--- src/rtl/pocket_video_rx_if.sv ---
// pocket_video_rx_if: incoming video stream plus the measurement/lock outputs of pocket_video_rx.
interface pocket_video_rx_if #(
    parameter int CNT_W = 12
);
    logic [23:0]      iRGB;
    logic             iHS;
    logic             iVS;
    logic             iDE;
    logic             iERR_CLR;
    logic [23:0]      oRGB;
    logic             oDE;
    logic             oHS;
    logic             oVS;
    logic [CNT_W-1:0] oX;
    logic [CNT_W-1:0] oY;
    logic [CNT_W-1:0] oH_TOTAL;
    logic [CNT_W-1:0] oH_ACTIVE;
    logic [CNT_W-1:0] oV_TOTAL;
    logic [CNT_W-1:0] oV_ACTIVE;
    logic             oLOCKED;
    logic [2:0]       oERR;
    logic [31:0]      oFRAME_SUM;

    modport master (
        output iRGB, iHS, iVS, iDE, iERR_CLR,
        input  oRGB, oDE, oHS, oVS, oX, oY, oH_TOTAL, oH_ACTIVE, oV_TOTAL, oV_ACTIVE,
               oLOCKED, oERR, oFRAME_SUM
    );

    modport slave (
        input  iRGB, iHS, iVS, iDE, iERR_CLR,
        output oRGB, oDE, oHS, oVS, oX, oY, oH_TOTAL, oH_ACTIVE, oV_TOTAL, oV_ACTIVE,
               oLOCKED, oERR, oFRAME_SUM
    );
endinterface

--- src/rtl/pocket_video_rx.sv ---
// pocket_video_rx: checks and measures an APF-style video stream, regenerates wide syncs, reports lock.
// Define POCKET_VIDEO_RX_FRAMESUM_EN to build the per-frame pixel checksum on oFRAME_SUM.
module pocket_video_rx #(
    parameter int CNT_W       = 12,
    parameter int HS_WIDTH    = 32,
    parameter int VS_LINES    = 3,
    parameter int LOCK_FRAMES = 2
) (
    input  logic             iPCLK,
    input  logic             iRST_N,
    pocket_video_rx_if.slave vif
);
    localparam int HW = $clog2(HS_WIDTH + 1);
    localparam int VW = $clog2(VS_LINES + 1);
    localparam int MW = $clog2(LOCK_FRAMES + 2);
    localparam int FW = 2 * CNT_W + 1;

    typedef enum logic [1:0] {SEARCH, TRACK, LOCKED} state_t;
    typedef logic [CNT_W-1:0] cnt_t;

    function automatic cnt_t f_inc(input cnt_t v);
        return (&v) ? v : v + 1'b1;
    endfunction

    state_t          r_state;
    logic [MW-1:0]   r_match;
    logic            r_locked;
    logic [23:0]     r_rgb;
    logic            r_de;
    cnt_t            r_x, r_y;
    cnt_t            r_hcnt, r_xcnt, r_vcnt, r_ycnt;
    cnt_t            r_h_total, r_h_active, r_v_total, r_v_active;
    cnt_t            r_ref, r_p_ht, r_p_ha, r_p_vt, r_p_va;
    logic            r_first, r_line_ok, r_p_ok;
    logic [FW-1:0]   r_fcnt;
    logic            r_hs_o, r_vs_o;
    logic [HW-1:0]   r_hs_left;
    logic [VW-1:0]   r_vs_left;
    logic            r_hs_d, r_vs_d;
    logic [2:0]      r_err;

    cnt_t            w_hlen, w_ht_new, w_ha_new, w_vt_new;
    logic            w_de_fall, w_line_bad, w_frame_ok, w_match, w_sat, w_timeout;
    logic [2*CNT_W-1:0] w_prod;
    logic [FW-1:0]   w_limit;
    logic [2:0]      w_err_set;

    assign w_hlen     = f_inc(r_hcnt);
    assign w_ht_new   = vif.iHS ? w_hlen : r_h_total;
    assign w_ha_new   = (vif.iHS && r_xcnt != '0) ? r_xcnt : r_h_active;
    assign w_vt_new   = vif.iHS ? f_inc(r_vcnt) : r_vcnt;
    assign w_de_fall  = r_de && !vif.iDE;
    // The first line length seen after VS is the reference for the rest of that frame
    assign w_line_bad = vif.iHS && !r_first && w_hlen != r_ref;
    assign w_frame_ok = r_line_ok && !w_line_bad;
    assign w_match    = r_p_ok && w_frame_ok &&
                        {w_ht_new, w_ha_new, w_vt_new, r_ycnt} == {r_p_ht, r_p_ha, r_p_vt, r_p_va};
    assign w_sat      = (&r_hcnt) || (&r_xcnt) || (&r_vcnt) || (&r_ycnt);
    assign w_prod     = {{CNT_W{1'b0}}, r_v_total} * {{CNT_W{1'b0}}, r_h_total};
    assign w_limit    = {w_prod, 1'b0};
    assign w_timeout  = r_fcnt >= w_limit;
    assign w_err_set  = {!vif.iDE && vif.iRGB != '0, vif.iVS && r_vs_d, vif.iHS && r_hs_d};

    always_ff @(posedge iPCLK or negedge iRST_N) begin
        if (!iRST_N) begin
            r_rgb      <= '0;
            r_de       <= 1'b0;
            r_x        <= '0;
            r_y        <= '0;
            r_hcnt     <= '0;
            r_xcnt     <= '0;
            r_vcnt     <= '0;
            r_ycnt     <= '0;
            r_h_total  <= '0;
            r_h_active <= '0;
            r_v_total  <= '0;
            r_v_active <= '0;
            r_fcnt     <= '0;
        end else begin
            r_rgb      <= vif.iRGB;
            r_de       <= vif.iDE;
            r_x        <= r_xcnt;
            r_y        <= r_ycnt;
            r_hcnt     <= vif.iHS ? '0 : w_hlen;
            r_xcnt     <= vif.iHS ? '0 : vif.iDE ? f_inc(r_xcnt) : r_xcnt;
            r_vcnt     <= vif.iVS ? '0 : w_vt_new;
            r_ycnt     <= vif.iVS ? '0 : w_de_fall ? f_inc(r_ycnt) : r_ycnt;
            r_h_total  <= w_ht_new;
            r_h_active <= w_ha_new;
            r_v_total  <= vif.iVS ? w_vt_new : r_v_total;
            r_v_active <= vif.iVS ? r_ycnt : r_v_active;
            r_fcnt     <= vif.iVS ? '0 : (&r_fcnt) ? r_fcnt : r_fcnt + 1'b1;
        end
    end

    // Per-frame line consistency and the previous frame's snapshot used for matching
    always_ff @(posedge iPCLK or negedge iRST_N) begin
        if (!iRST_N) begin
            r_first   <= 1'b0;
            r_line_ok <= 1'b0;
            r_ref     <= '0;
            r_p_ok    <= 1'b0;
            r_p_ht    <= '0;
            r_p_ha    <= '0;
            r_p_vt    <= '0;
            r_p_va    <= '0;
        end else begin
            r_first   <= vif.iVS ? 1'b1 : vif.iHS ? 1'b0 : r_first;
            r_ref     <= (vif.iHS && !vif.iVS && r_first) ? w_hlen : r_ref;
            r_line_ok <= vif.iVS ? 1'b1 : w_frame_ok;
            if (vif.iVS) begin
                r_p_ok <= r_state != SEARCH && w_frame_ok;
                r_p_ht <= w_ht_new;
                r_p_ha <= w_ha_new;
                r_p_vt <= w_vt_new;
                r_p_va <= r_ycnt;
            end
        end
    end

    always_ff @(posedge iPCLK or negedge iRST_N) begin
        if (!iRST_N) begin
            r_state  <= SEARCH;
            r_match  <= '0;
            r_locked <= 1'b0;
        end else if (w_sat) begin
            r_state  <= SEARCH;
            r_match  <= '0;
            r_locked <= 1'b0;
        end else begin
            unique case (r_state)
                SEARCH: if (vif.iVS) begin
                    r_state <= TRACK;
                    r_match <= '0;
                end
                TRACK: if (vif.iVS) begin
                    r_match <= w_match ? r_match + 1'b1 : '0;
                    if (w_match && {{(32-MW){1'b0}}, r_match} + 32'd2 >= 32'(LOCK_FRAMES)) begin
                        r_state  <= LOCKED;
                        r_locked <= 1'b1;
                    end
                end
                LOCKED: if (vif.iVS ? !w_match : (w_line_bad || w_timeout)) begin
                    r_state  <= TRACK;
                    r_match  <= '0;
                    r_locked <= 1'b0;
                end
                default: r_state <= SEARCH;
            endcase
        end
    end

    always_ff @(posedge iPCLK or negedge iRST_N) begin
        if (!iRST_N) begin
            r_hs_o    <= 1'b0;
            r_hs_left <= '0;
            r_vs_o    <= 1'b0;
            r_vs_left <= '0;
            r_hs_d    <= 1'b0;
            r_vs_d    <= 1'b0;
            r_err     <= '0;
        end else begin
            if (vif.iHS) begin
                r_hs_o    <= 1'b1;
                r_hs_left <= HW'(HS_WIDTH - 1);
            end else if (r_hs_left != '0) begin
                r_hs_left <= r_hs_left - 1'b1;
            end else begin
                r_hs_o    <= 1'b0;
            end
            if (vif.iVS) begin
                r_vs_o    <= 1'b1;
                r_vs_left <= VW'(VS_LINES);
            end else if (r_vs_o && vif.iHS) begin
                r_vs_left <= r_vs_left - 1'b1;
                r_vs_o    <= r_vs_left != VW'(1);
            end
            r_hs_d <= vif.iHS;
            r_vs_d <= vif.iVS;
            r_err  <= (vif.iERR_CLR ? 3'b000 : r_err) | w_err_set;
        end
    end

`ifdef POCKET_VIDEO_RX_FRAMESUM_EN
    logic [31:0] r_acc, r_sum;
    logic [31:0] w_add;

    assign w_add = vif.iDE ? {8'h0, vif.iRGB} : 32'h0;

    always_ff @(posedge iPCLK or negedge iRST_N) begin
        if (!iRST_N) begin
            r_acc <= '0;
            r_sum <= '0;
        end else if (vif.iVS) begin
            r_sum <= r_acc + w_add;
            r_acc <= '0;
        end else begin
            r_acc <= r_acc + w_add;
        end
    end

    assign vif.oFRAME_SUM = r_sum;
`else
    assign vif.oFRAME_SUM = 32'h0;
`endif

    assign vif.oRGB      = r_rgb;
    assign vif.oDE       = r_de;
    assign vif.oHS       = r_hs_o;
    assign vif.oVS       = r_vs_o;
    assign vif.oX        = r_x;
    assign vif.oY        = r_y;
    assign vif.oH_TOTAL  = r_h_total;
    assign vif.oH_ACTIVE = r_h_active;
    assign vif.oV_TOTAL  = r_v_total;
    assign vif.oV_ACTIVE = r_v_active;
    assign vif.oLOCKED   = r_locked;
    assign vif.oERR      = r_err;
endmodule
--- src/flat_wrapper.sv ---
// flat-port wrapper written by rule: the top's interface ports become plain ports
module pocket_video_rx_flat 
#(
    parameter int CNT_W       = 12,
    parameter int HS_WIDTH    = 32,
    parameter int VS_LINES    = 3,
    parameter int LOCK_FRAMES = 2
)
  (iPCLK, iRST_N, vif_iRGB, vif_iHS, vif_iVS, vif_iDE, vif_iERR_CLR, vif_oRGB, vif_oDE, vif_oHS, vif_oVS, vif_oX, vif_oY, vif_oH_TOTAL, vif_oH_ACTIVE, vif_oV_TOTAL, vif_oV_ACTIVE, vif_oLOCKED, vif_oERR, vif_oFRAME_SUM);
  pocket_video_rx_if #(.CNT_W(CNT_W)) vif_i ();
  input  logic iPCLK;
  input  logic iRST_N;
  input wire logic [$bits(vif_i.iRGB)-1:0] vif_iRGB;
  input wire logic [$bits(vif_i.iHS)-1:0] vif_iHS;
  input wire logic [$bits(vif_i.iVS)-1:0] vif_iVS;
  input wire logic [$bits(vif_i.iDE)-1:0] vif_iDE;
  input wire logic [$bits(vif_i.iERR_CLR)-1:0] vif_iERR_CLR;
  output wire logic [$bits(vif_i.oRGB)-1:0] vif_oRGB;
  output wire logic [$bits(vif_i.oDE)-1:0] vif_oDE;
  output wire logic [$bits(vif_i.oHS)-1:0] vif_oHS;
  output wire logic [$bits(vif_i.oVS)-1:0] vif_oVS;
  output wire logic [$bits(vif_i.oX)-1:0] vif_oX;
  output wire logic [$bits(vif_i.oY)-1:0] vif_oY;
  output wire logic [$bits(vif_i.oH_TOTAL)-1:0] vif_oH_TOTAL;
  output wire logic [$bits(vif_i.oH_ACTIVE)-1:0] vif_oH_ACTIVE;
  output wire logic [$bits(vif_i.oV_TOTAL)-1:0] vif_oV_TOTAL;
  output wire logic [$bits(vif_i.oV_ACTIVE)-1:0] vif_oV_ACTIVE;
  output wire logic [$bits(vif_i.oLOCKED)-1:0] vif_oLOCKED;
  output wire logic [$bits(vif_i.oERR)-1:0] vif_oERR;
  output wire logic [$bits(vif_i.oFRAME_SUM)-1:0] vif_oFRAME_SUM;
  assign vif_i.iRGB = vif_iRGB;
  assign vif_i.iHS = vif_iHS;
  assign vif_i.iVS = vif_iVS;
  assign vif_i.iDE = vif_iDE;
  assign vif_i.iERR_CLR = vif_iERR_CLR;
  assign vif_oRGB = vif_i.oRGB;
  assign vif_oDE = vif_i.oDE;
  assign vif_oHS = vif_i.oHS;
  assign vif_oVS = vif_i.oVS;
  assign vif_oX = vif_i.oX;
  assign vif_oY = vif_i.oY;
  assign vif_oH_TOTAL = vif_i.oH_TOTAL;
  assign vif_oH_ACTIVE = vif_i.oH_ACTIVE;
  assign vif_oV_TOTAL = vif_i.oV_TOTAL;
  assign vif_oV_ACTIVE = vif_i.oV_ACTIVE;
  assign vif_oLOCKED = vif_i.oLOCKED;
  assign vif_oERR = vif_i.oERR;
  assign vif_oFRAME_SUM = vif_i.oFRAME_SUM;
  pocket_video_rx #(.CNT_W(CNT_W), .HS_WIDTH(HS_WIDTH), .VS_LINES(VS_LINES), .LOCK_FRAMES(LOCK_FRAMES)) u_core (.iPCLK(iPCLK), .iRST_N(iRST_N), .vif(vif_i));
endmodule
--- config.mk ---
export PLATFORM = sky130hd
export DESIGN_NAME = pocket_video_rx_flat
export DESIGN_NICKNAME = d
export VERILOG_FILES = /design/src/rtl/pocket_video_rx_if.sv /design/src/rtl/pocket_video_rx.sv /design/src/flat_wrapper.sv
export SDC_FILE = /design/constraint.sdc
export NUM_CORES = 1
export LEC_CHECK = 0
export ABC_AREA = 1
export CAP_MARGIN = 20
export CORE_UTILIZATION = 30
export DETAILED_ROUTE_END_ITERATION = 10
export DONT_BUFFER_PORTS = 1
export GPL_ROUTABILITY_DRIVEN = 1
export PLACE_DENSITY_LB_ADDON = 0.3
export SLEW_MARGIN = 20
export SYNTH_ARGS = -nofsm -noshare
export SYNTH_HDL_FRONTEND = slang
export SYNTH_SLANG_ARGS = --single-unit
--- constraint.sdc ---
create_clock -name iPCLK -period 7.9 [get_ports iPCLK]
set_input_delay 2.37 -clock iPCLK [delete_from_list [all_inputs] [get_ports iPCLK]]
set_output_delay 2.37 -clock iPCLK [all_outputs]
set_load 0.1 [all_outputs]
==> results of run 1 <==
==> cells by family after synthesis <==
| group | count (synthesis) | synth area share (%) |
|---|---|---|
| flip-flops | 227 | 34.96 |
| AND/OR/NAND/NOR | 916 | 24.65 |
| XOR/XNOR | 32 | 1.771 |
| AO/OA/AOI/OAI | 217 | 7.022 |
| other | 1 | 0.02308 |
| buffers and inverters | 462 | 11.64 |
| adder cells (fa/ha/maj) | 199 | 19.94 |
==> flip-flops by register name, indices dropped and copies added, names as in the netlist, 3 cells and up <==
signal                cells
u_core.r_p_ha            12
u_core.vif.oY            12
u_core.vif.oH_TOTAL      12
u_core.r_p_ht            12
u_core.r_ycnt            12
u_core.r_hs_left          6
u_core.vif.oH_ACTIVE     12
u_core.r_hcnt            12
u_core.vif.oRGB          24
u_core.r_ref             12
u_core.vif.oX            12
u_core.vif.oV_TOTAL      12
u_core.r_fcnt            25
u_core.r_xcnt            12
u_core.vif.oERR           3
u_core.r_vcnt            12
u_core.vif.oV_ACTIVE     12
==> cells in the mapped netlist, drive strengths merged, types with 33 or more instances <==
cell    number  share of area (%)
a21oi       77                2.4
nand4       39                1.5
clkbuf      44                1.0
fa         100                 12
nand2      560                 13
buf         47                2.1
nand3      129                4.3
inv        370                8.5
nor3        33                1.0
o21ai      118                3.6
ha          99                7.6
nor2       116                2.9
dfrtp      227                 35
==> power groups by stage <==
stage / logic, uW / registers (uW) / clock network [uW]
floorplan: 394 / 1430 / 0
global placement: 505 / 1420 / 0
detailed placement: 516 / 1420 / 0
CTS: 517 / 1400 / 1410
global route: 574 / 1410 / 1450
finish: 508 / 1400 / 1360
==> metal layers <==
layer  GRT usage (%)  vias up  part of all wire, %
met4           5.502        0                  3.8
met3           3.407       76                  6.1
met1           20.04     6241                   44
li1                -     6365                    -
met5               0        -                    0
met2           25.76      298                   47
==> critical path, delay by kind of cell, from the launching register on <==
kind	cells	cell delay [ns]
compound gates	8	1.32
fa+ha+maj	7	2.88
xor+xnor	1	0.15
flops	1	0.62
simple gates	13	1.36
buf+inv	5	0.60
==> final cells by class <==
cell class | count | share of cell area (%)
Sequential cell | 227 | 31.68
Timing Repair Buffer | 29 | 1.214
Clock inverter | 16 | 1.067
Tap cell | 688 | 4.799
Multi-Input combinational cell | 1396 | 49.03
Clock buffer | 35 | 4.450
Inverter | 371 | 7.763
==> final timing paths <==
check	from	endpoint	cells after the start
setup / recovery	u_core.vif.oV_TOTAL[4]$_DFFE_PN0P_	u_core.vif.oLOCKED$_DFFE_PN0P_	34
hold / removal	u_core.r_ycnt[10]$_DFFE_PN0P_	u_core.vif.oY[10]$_DFF_PN0_	0
setup reg to reg	u_core.vif.oV_TOTAL[4]$_DFFE_PN0P_	u_core.vif.oLOCKED$_DFFE_PN0P_	34
hold reg to reg	u_core.r_ycnt[10]$_DFFE_PN0P_	u_core.vif.oY[10]$_DFF_PN0_	0
max in group asynchronous	iRST_N	u_core.vif.oV_ACTIVE[9]$_DFFE_PN0P_	0
min in group asynchronous	iRST_N	u_core.r_hs_left[5]$_DFFE_PN0P_	0
==> per-stage QoR <==
stage / cells / setup WS [ns]
floorplan: 2085 / 0.8299
global placement: 2711 / 0.9896
detailed placement: 2711 / 0.8881
CTS: 2762 / 0.8561
global route: 2762 / 0.3047
finish: 2762 / 0.8632
==> impl_metrics.yaml, run 1 <==
worst_setup_path:
  max_stage_delay_ns: 0.62
  path_class: "reg2reg"
  path_max_fanout: 12
  critPathLaunchType: "flip-flop"
  critPathSlowestCell: "dfrtp_1"
  cp-end-kind: "flip-flop"
  regToRegSetupSlack_ns: 0.86
  required_ns: 8.41
  crit_arrival_ns: 7.55
  cpMostUsedCell: "nand2_1"
synthesis:
  synth.avg_cell_area_sq_um: 7.912
  synthArstFlopShare_pct: 100.0
  synth_area_sq_um: 16250
  synth_edf_count: 0
  yosysWarnings: 0
  ys_seq_elements: 227
  syn_inst: 2054
  ys_seq_area_share_pct: 34.96
  synth-main-ff-cell: "dfrtp_1"
  ys_types: 48
power_and_ir_drop:
  switching_share_pct: 33.29
  power.density_nw_per_um2: 182.3
  p_total_uw: 3271
  p_switching_uw: 1089
  p_comb_share_pct: 15.5
  p_int_uw: 2182
  pwr-share-clk_pct: 41.7
  power_frac_seq_pct: 42.8
  power_leakage_uw: 0.009336
  vdd.ir_drop.worst_v: 0.0001915
clocking:
  ctsHtreeMaxLevel: 1
  cts_max_path_buffers: 3
  hold_buffers: 0
  cts_tree: "yes"
  root_buffer: "clkbuf_16"
  clock_latency_ns: 0.58
  clk_pin_slew_worst_paths_ns: 0.06
  cts_made_buffers: 29
  ctsResizeCount: 0
  cts_sinks: 227
  cts_setup_buffers: 0
finish:
  layout_common_cells: "543 x nand2_1, 365 x inv_1, 225 x dfrtp_1"
  final_common_cell: "nand2_1"
  nFillCells: 5512
  seq_area_sq_um: 5683
  utilization_pct: 33.80
  area_delta_synth_final_pct: 10.39
  stdcell_area_sq_um: 17940
  n_antenna_cell: 0
  drive_gt1_share_pct: 6.268
  multi_input_area_sq_um: 8795
  fin_nets: 2283
timing:
  timing.slew.headroom_pct: 30.42
  max_freq_mhz: 142.1
  final_max_slew_viol_count: 0
  rsz0062_at_grt: "false"
  hold_violations: 0
  skew_ns: 0.02684
  fin_tns_setup_ns: 0
  worstMarginPinSlew_ns: 1.044
  whs_ns: 0.4328
  setup_viol: 0
  fin_crit_ns: 7.037
  post-route-period-util_pct: 89.07
place:
  gp_congestion: 0.8649
  portBuffers: 0
  place_area_sq_um: 16950
  hpwl_mm: 31.89
drt:
  drc: 0
  initialDrtViolationCount: 792
  via_per_inst: 4.699
  dr.pass1.iters: 8
  avgRoutedWirePerCell_microns: 15.38
  wl_mm: 42.48
  ant_nets: 0
  vias: 12980
grt:
  grt_max_degree: 228
  grt_pass1_wl_mm: 69.57
  grt-ovfl-total: 0
  grt_pass1_vias: 13032
  track_usage_pct: 15.59
  antenna_found_initial: 0
floorplanning:
  die_x_microns: 234.7
  initial_utilization_pct: 30.62
  io_pins: 165
  fp.dieH_microns: 234.7
  fp-row-count: 84
  core-area_sq_um: 53080
  die_area_sq_um: 55100
run:
  drv_cap: 0
status:
  outcome: "finished clean"
worst_hold_path:
  hp-class: "reg2reg"
Power figures use the tool's default switching activity.
==> run 2, diff against run 1 <==
- CORE_ASPECT_RATIO: unset -> 0.6
==> impl_metrics.yaml, run 2 (synthesis gave the netlist of run 1 again) <==
status:
  outcome: "finished clean"
drt:
  vias: 13032
  avgRoutedWirePerCell_microns: 16.30
  via_per_inst: 4.703
  ant_nets: 0
  wl_mm: 45.16
  drc: 0
  dr.pass1.iters: 7
  initialDrtViolationCount: 1122
grt:
  grt_max_degree: 228
  use_met2_pct: 21.79
  antenna_found_initial: 0
  grt-ovfl-total: 0
  grt_pass1_wl_mm: 71.62
  grt_pass1_vias: 12425
  grt_busiest_layer: "met1"
  met1_usage_pct: 26.35
  track_usage_pct: 16.55
  met3_usage_pct: 4.857
clocking:
  clk_pin_slew_worst_paths_ns: 0.07
  cts_sinks: 227
  hold_buffers: 0
  cts_tree: "yes"
  cts_max_path_buffers: 3
  cts_made_buffers: 24
  ctsResizeCount: 0
  clock_latency_ns: 0.55
  root_buffer: "clkbuf_16"
  ctsHtreeMaxLevel: 1
  cts_setup_buffers: 0
finish:
  layout_common_cells: "543 x nand2_1, 365 x inv_1, 224 x dfrtp_1"
  fin_nets: 2280
  top_register: "u_core.r_fcnt"
  nFillCells: 5534
  n_antenna_cell: 0
  drive_gt1_share_pct: 5.996
  largest_register_ffs: 25
  final_common_cell: "nand2_1"
  area_delta_synth_final_pct: 9.478
floorplanning:
  initial_utilization_pct: 30.65
  core-area_sq_um: 53030
  die_x_microns: 302.5
  fp.dieH_microns: 182.3
  io_pins: 165
  fp-row-count: 65
  die_area_sq_um: 55130
timing:
  fin_crit_ns: 7.091
  post-route-period-util_pct: 89.76
  rsz0062_at_grt: "false"
  skew_ns: 0.01962
  timing.slew.headroom_pct: 31.86
  max_freq_mhz: 141.0
  setup_viol: 0
  fin_tns_setup_ns: 0
  final_max_slew_viol_count: 0
  hold_violations: 0
  worstMarginPinSlew_ns: 1.011
worst_setup_path:
  path_max_fanout: 14
  max_stage_delay_ns: 0.65
  reg2reg_depth: 33
  path_class: "reg2reg"
  crit_arrival_ns: 7.57
  critPathSlowestCell: "dfrtp_1"
  cp-end-kind: "flip-flop"
  required_ns: 8.38
  cpMostUsedCell: "nand2_1"
  critPathLaunchType: "flip-flop"
power_and_ir_drop:
  vdd.ir_drop.worst_v: 0.0001391
  power.density_nw_per_um2: 173.2
  power_leakage_uw: 0.009239
  p_total_uw: 3082
place:
  gp_congestion: 0.8614
  hpwl_mm: 34.34
  portBuffers: 0
worst_hold_path:
  hold_depth: 0
  hp-class: "reg2reg"
run:
  drv_cap: 0
[run 2: layout make-up]
cell class	count	area [sq um]	area share, %
Clock inverter	12	110.1	0.6189
Timing Repair Buffer	31	252.7	1.421
Inverter	371	1393	7.828
Multi-Input combinational cell	1396	8795	49.43
Clock buffer	31	676.9	3.805
Sequential cell	227	5684	31.95
Tap cell	703	879.6	4.944
[run 2: layer usage]
| layer | up-vias | part of all wire [%] |
|---|---|---|
| li1 | 6363 | - |
| met1 | 6239 | 52 |
| met2 | 395 | 38 |
| met3 | 35 | 9.1 |
| met4 | 0 | 1.1 |
| met5 | - | 0 |
[run 2: power by group]
part | switching (uW) | internal (uW) | total, uW
clock | 520 | 642 | 1160
sequential | 184 | 1210 | 1400
combinational | 372 | 150 | 522
total | 1080 | 2000 | 3080
[run 2: per-stage QoR]
stage	util [%]	hold WS [ns]	setup slack, ns	instance area, sq um	std cells
2_1_floorplan	-	0.3519	0.8299	16370	2085
3_3_place_gp	32.07	0.4044	0.9228	17000	2728
3_5_place_dp	32.07	0.4034	0.8420	17000	2728
4_1_cts	33.55	0.4200	0.8065	17790	2771
5_1_grt	33.55	0.4299	0.2459	17790	2771
6_report	33.55	0.4167	0.8086	17790	2771
[run 2: critical path: cells and delay by family, from the launching register on]
family | cells | cell delay, ns
xor+xnor | 1 | 0.17
flops | 1 | 0.65
simple gates | 14 | 1.49
compound gates | 8 | 1.34
buf+inv | 3 | 0.14
fa+ha+maj | 7 | 3.22
[run 2: path summary, 6_finish.rpt]
kind                            slack (ns)                          endpoint                             start
min in group asynchronous             1.51      u_core.vif.oRGB[2]$_DFF_PN0_                            iRST_N
worst max register to register        0.81    u_core.vif.oLOCKED$_DFFE_PN0P_  u_core.vif.oH_TOTAL[5]$_DFF_PN0_
max in group asynchronous             6.00  u_core.vif.oH_TOTAL[7]$_DFF_PN0_                            iRST_N
worst min-delay path                  0.42       u_core.vif.oX[10]$_DFF_PN0_     u_core.r_xcnt[10]$_DFFE_PN0P_
worst max-delay path                  0.81    u_core.vif.oLOCKED$_DFFE_PN0P_  u_core.vif.oH_TOTAL[5]$_DFF_PN0_
worst min register to register        0.42       u_core.vif.oX[10]$_DFF_PN0_     u_core.r_xcnt[10]$_DFFE_PN0P_
==> run 3, diff against run 2 <==
- clock period: 7.9 -> 7.8 ns (I/O delays scaled with it)
==> impl_metrics.yaml, run 3 (synthesis gave the netlist of run 1 again) <==
status:
  outcome: "finished clean"
drt:
  initialDrtViolationCount: 1148
  avgRoutedWirePerCell_microns: 16.44
  wl_mm: 45.61
  vias: 13074
  ant_nets: 0
  via_per_inst: 4.713
  drc: 0
  dr.pass1.iters: 5
timing:
  fin_tns_setup_ns: 0
  hold_violations: 0
  max_freq_mhz: 138.7
  final_max_slew_viol_count: 0
  fin_crit_ns: 7.209
  timing.slew.headroom_pct: 27.17
  worstMarginPinSlew_ns: 1.081
  rsz0062_at_grt: "false"
  setup_viol: 0
  skew_ns: 0.03437
  post-route-period-util_pct: 92.42
worst_setup_path:
  path_class: "reg2reg"
  reg2reg_depth: 33
  critPathLaunchType: "flip-flop"
  cpMostUsedCell: "nand2_1"
  max_stage_delay_ns: 0.65
  cp.depth: 33
  worst-path-buf-inv: 3
  path_max_fanout: 14
  cp-end-kind: "flip-flop"
  critPathSlowestCell: "dfrtp_1"
  required_ns: 8.30
  crit_arrival_ns: 7.71
  crit_family: "adder cells"
floorplanning:
  io_pins: 165
  fp.dieH_microns: 182.3
  initial_utilization_pct: 30.65
  fp-row-count: 65
  die_x_microns: 302.5
  core-area_sq_um: 53030
  die_area_sq_um: 55130
clocking:
  cts_tree: "yes"
  cts_max_path_buffers: 3
  clk_pin_slew_worst_paths_ns: 0.07
  hold_buffers: 0
  clock_latency_ns: 0.56
  ctsHtreeMaxLevel: 1
  ctsResizeCount: 0
  cts_setup_buffers: 0
  cts_made_buffers: 24
  root_buffer: "clkbuf_16"
  cts_sinks: 227
place:
  gp_congestion: 0.8721
  portBuffers: 0
  dp.cells: 2731
  hpwl_mm: 34.97
finish:
  area_delta_synth_final_pct: 9.986
  drive_gt1_share_pct: 6.039
  layout_common_cells: "543 x nand2_1, 365 x inv_1, 224 x dfrtp_1"
  top_register: "u_core.r_fcnt"
  final_common_cell: "nand2_1"
  final_cell_count_no_fill: 2774
  largest_register_ffs: 25
  fin_nets: 2283
grt:
  grt_pass1_wl_mm: 72.49
  track_usage_pct: 16.76
  grt_pass1_vias: 12664
  grt_max_degree: 228
  antenna_found_initial: 0
  grt-ovfl-total: 0
power_and_ir_drop:
  power.density_nw_per_um2: 179.8
  power_leakage_uw: 0.009289
  vdd.ir_drop.worst_v: 0.0001833
  p_total_uw: 3213
worst_hold_path:
  hp-class: "reg2reg"
  hold_depth: 0
run:
  drv_cap: 0
[run 3: cell types whose count changed in the layout (fill, tap and decap cells not counted), sizes merged]
| cell | change |
|---|---|
| buf | +3 |
| bufinv | +3 |
| clkbuf | +1 |
| clkinv | -1 |
| clkinvlp | -3 |
| diode | +1 |
| inv | -1 |
[run 3: worst paths after layout]
kind                       slack [ns]                             end                        startpoint
max                              0.59  u_core.vif.oLOCKED$_DFFE_PN0P_  u_core.vif.oH_TOTAL[4]$_DFF_PN0_
min                              0.42     u_core.vif.oX[10]$_DFF_PN0_     u_core.r_xcnt[10]$_DFFE_PN0P_
max reg2reg                      0.59  u_core.vif.oLOCKED$_DFFE_PN0P_  u_core.vif.oH_TOTAL[4]$_DFF_PN0_
min reg2reg                      0.42     u_core.vif.oX[10]$_DFF_PN0_     u_core.r_xcnt[10]$_DFFE_PN0P_
max in group asynchronous        5.95   u_core.r_p_ht[11]$_DFFE_PN0P_                            iRST_N
min in group asynchronous        1.48    u_core.vif.oRGB[2]$_DFF_PN0_                            iRST_N
[run 3: through the flow]
stage,util [%],worst slack [ns],hold slack (ns),cell area [sq um]
6_report,33.71,0.5911,0.4218,17870
5_1_grt,33.70,0.1115,0.4512,17870
4_1_cts,33.70,0.6311,0.4288,17870
3_5_place_dp,32.11,0.6114,0.4112,17030
3_3_place_gp,32.11,0.7514,0.4089,17030
2_1_floorplan,-,0.7299,0.3519,16370
[run 3: where the power goes]
group	total, uW	switching [uW]	internal [uW]
sequential	1420	186	1230
clock	1260	516	745
combinational	537	384	153
[run 3: layer usage]
metal  global-route usage (%)  vias up  part of all wire, %
met4                    2.613        0                  1.4
met2                    22.20      404                   38
met5                        0        -                    0
met3                    4.857       40                  8.6
li1                         -     6363                    -
met1                    26.53     6267                   52
[run 3: cell type report]
| cell class | instances | area, sq um |
|---|---|---|
| antenna | 1 | 2.502 |
| sequential | 227 | 5684 |
| timing repair buffer | 34 | 275.3 |
| inverter | 371 | 1393 |
| fill | 5515 | 35150 |
| clock buffer | 32 | 680.7 |
| multi-input combinational | 1396 | 8795 |
| clock inverter | 10 | 163.9 |
| tap | 703 | 879.6 |
[run 3: worst register-to-register path: cells and delay by family, from the launching register on]
kind / cells / cell delay [ns]
buffers and inverters: 3 / 0.16
AO/OA/AOI/OAI: 8 / 1.40
XOR/XNOR: 1 / 0.21
flip-flops: 1 / 0.65
AND/OR/NAND/NOR: 14 / 1.54
adder cells (fa/ha/maj): 7 / 3.23
